**src/rtl/apb_master_if.sv**
```systemverilog
// Bundle of the command/response handshake and APB3 bus seen by apb_master.
// The master modport is the bridge's view; slave is the surrounding environment.
interface apb_master_if #(
  parameter int ADDR_WIDTH = 32,
  parameter int DATA_WIDTH = 32
);
  logic                  cmd_valid;
  logic                  cmd_ready;
  logic                  cmd_write;
  logic [ADDR_WIDTH-1:0] cmd_addr;
  logic [DATA_WIDTH-1:0] cmd_wdata;

  logic                  rsp_valid;
  logic                  rsp_ready;
  logic [DATA_WIDTH-1:0] rsp_rdata;
  logic                  rsp_err;
  logic                  rsp_timeout;

  logic [ADDR_WIDTH-1:0] PADDR;
  logic                  PSEL;
  logic                  PENABLE;
  logic                  PWRITE;
  logic [DATA_WIDTH-1:0] PWDATA;
  logic [DATA_WIDTH-1:0] PRDATA;
  logic                  PREADY;
  logic                  PSLVERR;

  modport master (
    input  cmd_valid, cmd_write, cmd_addr, cmd_wdata, rsp_ready,
    input  PRDATA, PREADY, PSLVERR,
    output cmd_ready, rsp_valid, rsp_rdata, rsp_err, rsp_timeout,
    output PADDR, PSEL, PENABLE, PWRITE, PWDATA
  );

  modport slave (
    output cmd_valid, cmd_write, cmd_addr, cmd_wdata, rsp_ready,
    output PRDATA, PREADY, PSLVERR,
    input  cmd_ready, rsp_valid, rsp_rdata, rsp_err, rsp_timeout,
    input  PADDR, PSEL, PENABLE, PWRITE, PWDATA
  );
endinterface

```
**src/rtl/apb_master.sv**
```systemverilog
// Single-outstanding APB3 requester: turns one valid/ready command into a
// SETUP/ACCESS transfer and returns a registered response, with optional timeout.
module apb_master #(
  parameter int ADDR_WIDTH     = 32,
  parameter int DATA_WIDTH     = 32,
  parameter int TIMEOUT_CYCLES = 256
) (
  input logic          PCLK,
  input logic          PRESETn,
  apb_master_if.master bus
);

  localparam bit TIMEOUT_EN = (TIMEOUT_CYCLES > 0);
  localparam int CNT_W      = TIMEOUT_EN ? $clog2(TIMEOUT_CYCLES + 1) : 1;
  localparam logic [CNT_W-1:0] CNT_LAST = TIMEOUT_EN ? CNT_W'(TIMEOUT_CYCLES - 1) : '0;
  localparam logic [CNT_W-1:0] CNT_MAX  = '1;

  typedef enum logic [1:0] {
    IDLE   = 2'd0,
    SETUP  = 2'd1,
    ACCESS = 2'd2,
    RESP   = 2'd3
  } state_e;

  state_e                state_q,       state_d;
  logic [CNT_W-1:0]      wait_cnt_q,    wait_cnt_d;
  logic                  cmd_ready_q,   cmd_ready_d;
  logic                  rsp_valid_q,   rsp_valid_d;
  logic [DATA_WIDTH-1:0] rsp_rdata_q,   rsp_rdata_d;
  logic                  rsp_err_q,     rsp_err_d;
  logic                  rsp_timeout_q, rsp_timeout_d;
  logic [ADDR_WIDTH-1:0] paddr_q,       paddr_d;
  logic                  psel_q,        psel_d;
  logic                  penable_q,     penable_d;
  logic                  pwrite_q,      pwrite_d;
  logic [DATA_WIDTH-1:0] pwdata_q,      pwdata_d;

  always_ff @(posedge PCLK or negedge PRESETn) begin
    if (!PRESETn) begin
      state_q       <= IDLE;
      wait_cnt_q    <= '0;
      cmd_ready_q   <= 1'b1;
      rsp_valid_q   <= 1'b0;
      rsp_rdata_q   <= '0;
      rsp_err_q     <= 1'b0;
      rsp_timeout_q <= 1'b0;
      paddr_q       <= '0;
      psel_q        <= 1'b0;
      penable_q     <= 1'b0;
      pwrite_q      <= 1'b0;
      pwdata_q      <= '0;
    end else begin
      state_q       <= state_d;
      wait_cnt_q    <= wait_cnt_d;
      cmd_ready_q   <= cmd_ready_d;
      rsp_valid_q   <= rsp_valid_d;
      rsp_rdata_q   <= rsp_rdata_d;
      rsp_err_q     <= rsp_err_d;
      rsp_timeout_q <= rsp_timeout_d;
      paddr_q       <= paddr_d;
      psel_q        <= psel_d;
      penable_q     <= penable_d;
      pwrite_q      <= pwrite_d;
      pwdata_q      <= pwdata_d;
    end
  end

  // Every output is a flop, so each branch sets the value the bus shows next cycle.
  always_comb begin
    state_d       = state_q;
    wait_cnt_d    = wait_cnt_q;
    cmd_ready_d   = cmd_ready_q;
    rsp_valid_d   = rsp_valid_q;
    rsp_rdata_d   = rsp_rdata_q;
    rsp_err_d     = rsp_err_q;
    rsp_timeout_d = rsp_timeout_q;
    paddr_d       = paddr_q;
    psel_d        = psel_q;
    penable_d     = penable_q;
    pwrite_d      = pwrite_q;
    pwdata_d      = pwdata_q;

    case (state_q)
      IDLE: begin
        if (bus.cmd_valid) begin
          state_d     = SETUP;
          cmd_ready_d = 1'b0;
          wait_cnt_d  = '0;
          paddr_d     = bus.cmd_addr;
          pwrite_d    = bus.cmd_write;
          pwdata_d    = bus.cmd_write ? bus.cmd_wdata : '0;
          psel_d      = 1'b1;
          penable_d   = 1'b0;
        end
      end

      SETUP: begin
        state_d   = ACCESS;
        penable_d = 1'b1;
      end

      ACCESS: begin
        if (bus.PREADY) begin
          state_d       = RESP;
          psel_d        = 1'b0;
          penable_d     = 1'b0;
          rsp_valid_d   = 1'b1;
          rsp_rdata_d   = pwrite_q ? '0 : bus.PRDATA;
          rsp_err_d     = bus.PSLVERR;
          rsp_timeout_d = 1'b0;
        end else if (TIMEOUT_EN && (wait_cnt_q == CNT_LAST)) begin
          // This wait cycle brings the count to TIMEOUT_CYCLES: abandon the transfer.
          state_d       = RESP;
          wait_cnt_d    = wait_cnt_q + 1'b1;
          psel_d        = 1'b0;
          penable_d     = 1'b0;
          rsp_valid_d   = 1'b1;
          rsp_rdata_d   = '0;
          rsp_err_d     = 1'b1;
          rsp_timeout_d = 1'b1;
        end else if (wait_cnt_q != CNT_MAX) begin
          wait_cnt_d = wait_cnt_q + 1'b1;
        end
      end

      RESP: begin
        if (bus.rsp_ready) begin
          state_d     = IDLE;
          rsp_valid_d = 1'b0;
          cmd_ready_d = 1'b1;
        end
      end

      default: begin
        state_d = IDLE;
      end
    endcase
  end

  assign bus.cmd_ready   = cmd_ready_q;
  assign bus.rsp_valid   = rsp_valid_q;
  assign bus.rsp_rdata   = rsp_rdata_q;
  assign bus.rsp_err     = rsp_err_q;
  assign bus.rsp_timeout = rsp_timeout_q;
  assign bus.PADDR       = paddr_q;
  assign bus.PSEL        = psel_q;
  assign bus.PENABLE     = penable_q;
  assign bus.PWRITE      = pwrite_q;
  assign bus.PWDATA      = pwdata_q;

`ifndef SYNTHESIS
  a_penable_needs_psel: assert property (@(posedge PCLK) disable iff (!PRESETn)
    penable_q |-> psel_q);

  a_access_stable: assert property (@(posedge PCLK) disable iff (!PRESETn)
    (state_q == ACCESS) |-> ($stable(paddr_q) && $stable(pwrite_q) && $stable(pwdata_q)));

  a_ready_only_idle: assert property (@(posedge PCLK) disable iff (!PRESETn)
    cmd_ready_q |-> (state_q == IDLE));
`endif

endmodule

```
**src/flat_wrapper.sv**
```systemverilog
// flat-port wrapper written by rule: the top's interface ports become plain ports
module apb_master_flat 
#(
  parameter int ADDR_WIDTH     = 32,
  parameter int DATA_WIDTH     = 32,
  parameter int TIMEOUT_CYCLES = 256
)
  (PCLK, PRESETn, bus_cmd_valid, bus_cmd_write, bus_cmd_addr, bus_cmd_wdata, bus_rsp_ready, bus_PRDATA, bus_PREADY, bus_PSLVERR, bus_cmd_ready, bus_rsp_valid, bus_rsp_rdata, bus_rsp_err, bus_rsp_timeout, bus_PADDR, bus_PSEL, bus_PENABLE, bus_PWRITE, bus_PWDATA);
  apb_master_if #(.ADDR_WIDTH(ADDR_WIDTH), .DATA_WIDTH(DATA_WIDTH)) bus_i ();
  input logic PCLK;
  input logic PRESETn;
  input wire logic [$bits(bus_i.cmd_valid)-1:0] bus_cmd_valid;
  input wire logic [$bits(bus_i.cmd_write)-1:0] bus_cmd_write;
  input wire logic [$bits(bus_i.cmd_addr)-1:0] bus_cmd_addr;
  input wire logic [$bits(bus_i.cmd_wdata)-1:0] bus_cmd_wdata;
  input wire logic [$bits(bus_i.rsp_ready)-1:0] bus_rsp_ready;
  input wire logic [$bits(bus_i.PRDATA)-1:0] bus_PRDATA;
  input wire logic [$bits(bus_i.PREADY)-1:0] bus_PREADY;
  input wire logic [$bits(bus_i.PSLVERR)-1:0] bus_PSLVERR;
  output wire logic [$bits(bus_i.cmd_ready)-1:0] bus_cmd_ready;
  output wire logic [$bits(bus_i.rsp_valid)-1:0] bus_rsp_valid;
  output wire logic [$bits(bus_i.rsp_rdata)-1:0] bus_rsp_rdata;
  output wire logic [$bits(bus_i.rsp_err)-1:0] bus_rsp_err;
  output wire logic [$bits(bus_i.rsp_timeout)-1:0] bus_rsp_timeout;
  output wire logic [$bits(bus_i.PADDR)-1:0] bus_PADDR;
  output wire logic [$bits(bus_i.PSEL)-1:0] bus_PSEL;
  output wire logic [$bits(bus_i.PENABLE)-1:0] bus_PENABLE;
  output wire logic [$bits(bus_i.PWRITE)-1:0] bus_PWRITE;
  output wire logic [$bits(bus_i.PWDATA)-1:0] bus_PWDATA;
  assign bus_i.cmd_valid = bus_cmd_valid;
  assign bus_i.cmd_write = bus_cmd_write;
  assign bus_i.cmd_addr = bus_cmd_addr;
  assign bus_i.cmd_wdata = bus_cmd_wdata;
  assign bus_i.rsp_ready = bus_rsp_ready;
  assign bus_i.PRDATA = bus_PRDATA;
  assign bus_i.PREADY = bus_PREADY;
  assign bus_i.PSLVERR = bus_PSLVERR;
  assign bus_cmd_ready = bus_i.cmd_ready;
  assign bus_rsp_valid = bus_i.rsp_valid;
  assign bus_rsp_rdata = bus_i.rsp_rdata;
  assign bus_rsp_err = bus_i.rsp_err;
  assign bus_rsp_timeout = bus_i.rsp_timeout;
  assign bus_PADDR = bus_i.PADDR;
  assign bus_PSEL = bus_i.PSEL;
  assign bus_PENABLE = bus_i.PENABLE;
  assign bus_PWRITE = bus_i.PWRITE;
  assign bus_PWDATA = bus_i.PWDATA;
  apb_master #(.ADDR_WIDTH(ADDR_WIDTH), .DATA_WIDTH(DATA_WIDTH), .TIMEOUT_CYCLES(TIMEOUT_CYCLES)) u_core (.PCLK(PCLK), .PRESETn(PRESETn), .bus(bus_i));
endmodule
```
**config.mk**
```make
export PLATFORM = sky130hd
export DESIGN_NAME = apb_master_flat
export DESIGN_NICKNAME = d
export VERILOG_FILES = /design/src/rtl/apb_master_if.sv /design/src/rtl/apb_master.sv /design/src/flat_wrapper.sv
export SDC_FILE = /design/constraint.sdc
export NUM_CORES = 1
export LEC_CHECK = 0
export BUFFER_PORTS_ARGS = -buffer_cell sky130_fd_sc_hd__buf_2
export CORE_MARGIN = 4
export CORE_UTILIZATION = 40
export DETAILED_ROUTE_END_ITERATION = 16
export PLACE_DENSITY = 0.7
export SETUP_SLACK_MARGIN = 0.5
export SLEW_MARGIN = 30
export SYNTH_ARGS = -nofsm -noshare
export SYNTH_HDL_FRONTEND = slang
export SYNTH_SLANG_ARGS = --single-unit
```
**constraint.sdc**
```tcl
create_clock -name PCLK -period 2.89 [get_ports PCLK]
set_input_delay 0.1445 -clock PCLK [delete_from_list [all_inputs] [get_ports PCLK]]
set_output_delay 0.1445 -clock PCLK [all_outputs]
set_load 0.02 [all_outputs]
```
==> flow_summary.json <==
{
  "status": "finished clean",
  "drt_wl_total_mm": 13.0,
  "max_freq_mhz": 441,
  "antenna_found_initial": 0,
  "post-cts-setup-buffers": 0,
  "stdcell_count": 835,
  "rows": 38,
  "clkTransAtPathRegs_ns": 0.05,
  "finalCritPeriodShare_pct": 78.5,
  "setup_violations": 0,
  "synth-edff-count": 0,
  "arrival_ns": 2.58,
  "crit_path_max_incr_delay_ns": 0.52,
  "drv_cap": 0,
  "async_reset_ff_share_pct": 100,
  "port_buffers": 205,
  "ff2ff_setup_slack_ns": 0.62,
  "hold_start": "bus_cmd_wdata[21]",
  "post-route-min-period_ns": 2.27,
  "ys_seq_area_share_pct": 62.5,
  "min_path_cells": 3,
  "power_density_nw_per_um2": 1060,
  "ys_types": 34,
  "drive_gt1_share_pct": 40.6,
  "antenna_cells": 0,
  "grt_overflow": 0,
  "initial_core_util_pct": 41.5,
  "cts_buffers": 17,
  "tritoncts": "done",
  "rsz0062_at_grt": "no",
  "synth-seq-cells": 114,
  "die_height_um": 115,
  "final_hold_viol_count": 0,
  "crit_type": "register to register",
  "final_antenna_net_count": 0,
  "drt_iter0_drc": 278,
  "min_to": "u_core.bus.PWDATA[21]$_DFFE_PN0P_",
  "power_mw": 7.62,
  "drc": 0,
  "worstMarginPinSlew_ns": 0.664,
  "finalWeightedCongestion": 0.833,
  "drtPass1Iterations": 4,
  "reg2reg_depth": 8,
  "num_vias": 4089,
  "yosysWarnings": 0,
  "leakage_nw": 3.67,
  "synth_largest_area_cell": "dfrtp_1",
  "synth_area_um2": 4560,
  "cp-start-kind": "register",
  "grt_usage_pct": 20.2,
  "grt_pass1_vias": 4311,
  "whs_ns": 0.0174,
  "path_cells": "and3_1, nand2_1, nor2_2, ha_2, nor2b_1, o21a_2, or4_1, a21oi_1",
  "synth_nets": 495,
  "cp-end-kind": "register",
  "hpwl_mm": 8.11,
  "netlist_instances": 384,
  "fin_util_pct": 65.6,
  "fin_area_um2": 7200,
  "maxSlewHeadroom_pct": 55.8,
  "insertion_delay_ns": 0.40,
  "area_delta_synth_final_pct": 57.9,
  "via_per_inst": 4.90,
  "placed_cell_area_um2": 5730,
  "dp_cells": 710,
  "hold_path_class": "input port to register",
  "wire_per_inst_um": 15.6,
  "skew_ns": 0.00798,
  "maxSlewViolCount": 0,
  "root_buffer": "clkbuf_16",
  "nets": 795,
  "fin_ws_ns": 0.622,
  "preCtsSetupSlack_ns": 0.505,
  "crit_path_top_delay_cell": "or4_1",
  "die-width_um": 115,
  "r2r-end": "u_core.wait_cnt_q[4]$_DFFE_PN0P_",
  "avgSynthCellArea_um2": 11.9,
  "io_pins": 206,
  "yosys.area.top_type_share_pct": 62.0,
  "r2r_start": "u_core.wait_cnt_q[3]$_DFFE_PN0P_",
  "yosys-top-cells-area": "dfrtp_1 (62%), mux2_2 (8.6%), nand2_1 (6.3%), a22o_1 (6.1%), o21ai_0 (4.6%)",
  "grt_max_degree": 65,
  "htree_levels": 4,
  "ys.flop_type": "dfrtp_1",
  "grt_first_pass_wirelength_mm": 21.1,
  "core_region_area_um2": 11000,
  "fin_tns_setup_ns": 0,
  "crit_start": "u_core.wait_cnt_q[3]$_DFFE_PN0P_",
  "die_area_um2": 13200,
  "ir_worst_vdd_uv": 637,
  "worstPathRequired_ns": 3.21,
  "numClockSinks": 114,
  "path_max_fanout": 12,
  "clock_path_buffers": 2
}
placed cells by master (no fill, tap or decap), drive strengths merged, types with 3 or more instances in the layout:
cell,Yosys,routed
nor2,10,10
dlygate4sd3,0,95
or4,3,3
buf,5,209
nand2b,3,3
nand2,76,76
dfrtp,113,113
clkbuf,18,23
inv,4,4
o21ai,43,43
o31ai,3,3
a22o,32,32
clkinv,0,7
nand3,3,3
a21oi,9,9
ha,8,8
mux2,36,36
nor2b,4,4
what timing repair did:
| action | in CTS | in global routing |
|---|---|---|
| hold buffers | 94 | 1 |
| endpoints found under the hold margin | 142 | 1 |
| setup endpoints to repair | 0 | 3 |
| resized for setup | 0 | 4 |
sequential cells by signal, indices dropped and copies added, names as in the netlist:
name / count
u_core.bus.PADDR: 32
u_core.bus.PENABLE: 1
u_core.bus.PSEL: 1
u_core.bus.PWDATA: 32
u_core.bus.PWRITE: 1
u_core.bus.cmd_ready: 1
u_core.bus.rsp_err: 1
u_core.bus.rsp_rdata: 32
u_core.bus.rsp_timeout: 1
u_core.bus.rsp_valid: 1
u_core.state_q: 2
u_core.wait_cnt_q: 9
worst max-delay path by stage:
stage                                             to  slack (ns)
global route        u_core.wait_cnt_q[4]$_DFFE_PN0P_        0.51
floorplan           u_core.wait_cnt_q[7]$_DFFE_PN0P_        0.83
finish              u_core.wait_cnt_q[4]$_DFFE_PN0P_        0.62
detailed placement  u_core.wait_cnt_q[4]$_DFFE_PN0P_        0.51
CTS                 u_core.wait_cnt_q[4]$_DFFE_PN0P_        0.51
global placement    u_core.wait_cnt_q[4]$_DFFE_PN0P_        0.65
synth_stat cells (all sizes together), types with 4 or more instances:
master / number
mux2: 36
a21oi: 9
clkbuf: 18
buf: 5
nor2b: 4
nand2: 76
nor2: 10
o21ai: 43
inv: 4
dfrtp: 113
ha: 8
a22o: 32
area by class of cell:
class,count,area (um2)
clock inverters,7,35.0
multi-input cells,243,1610
fillers,796,3780
inverters,4,15.0
well taps,140,175
repair buffers,304,2030
flip-flops and latches,114,2850
clock buffers,23,478
cell families after synthesis:
logic type | synth area share, %
flops | 62.5
compound gates | 13.6
fa+ha+maj | 2.19
simple gates | 9.84
buf+inv | 2.63
mux | 9.19
routing by layer:
metal	wire, um	GRT usage, %	part of all wire (%)	vias to the layer above
li1	-	-	-	1937
met4	201	6.34	1.5	0
met3	1020	6.05	7.8	22
met5	0	0	0	-
met1	5160	23.8	40	1968
met2	6650	35.7	51	162
worst max-delay path: cells and delay by family (launching register included):
family / cells / cell delay, ns
AO/OA/AOI/OAI: 2 / 0.43
AND/OR/NAND/NOR: 5 / 1.08
flip-flops: 1 / 0.41
adder cells (fa/ha/maj): 1 / 0.26
power breakdown:
group	internal [mW]	total [mW]	switching, mW
clock	1.14	1.80	0.660
combinational	1.25	3.12	1.87
sequential	2.31	2.70	0.390
No activity file was read; power rests on OpenSTA's default activity.
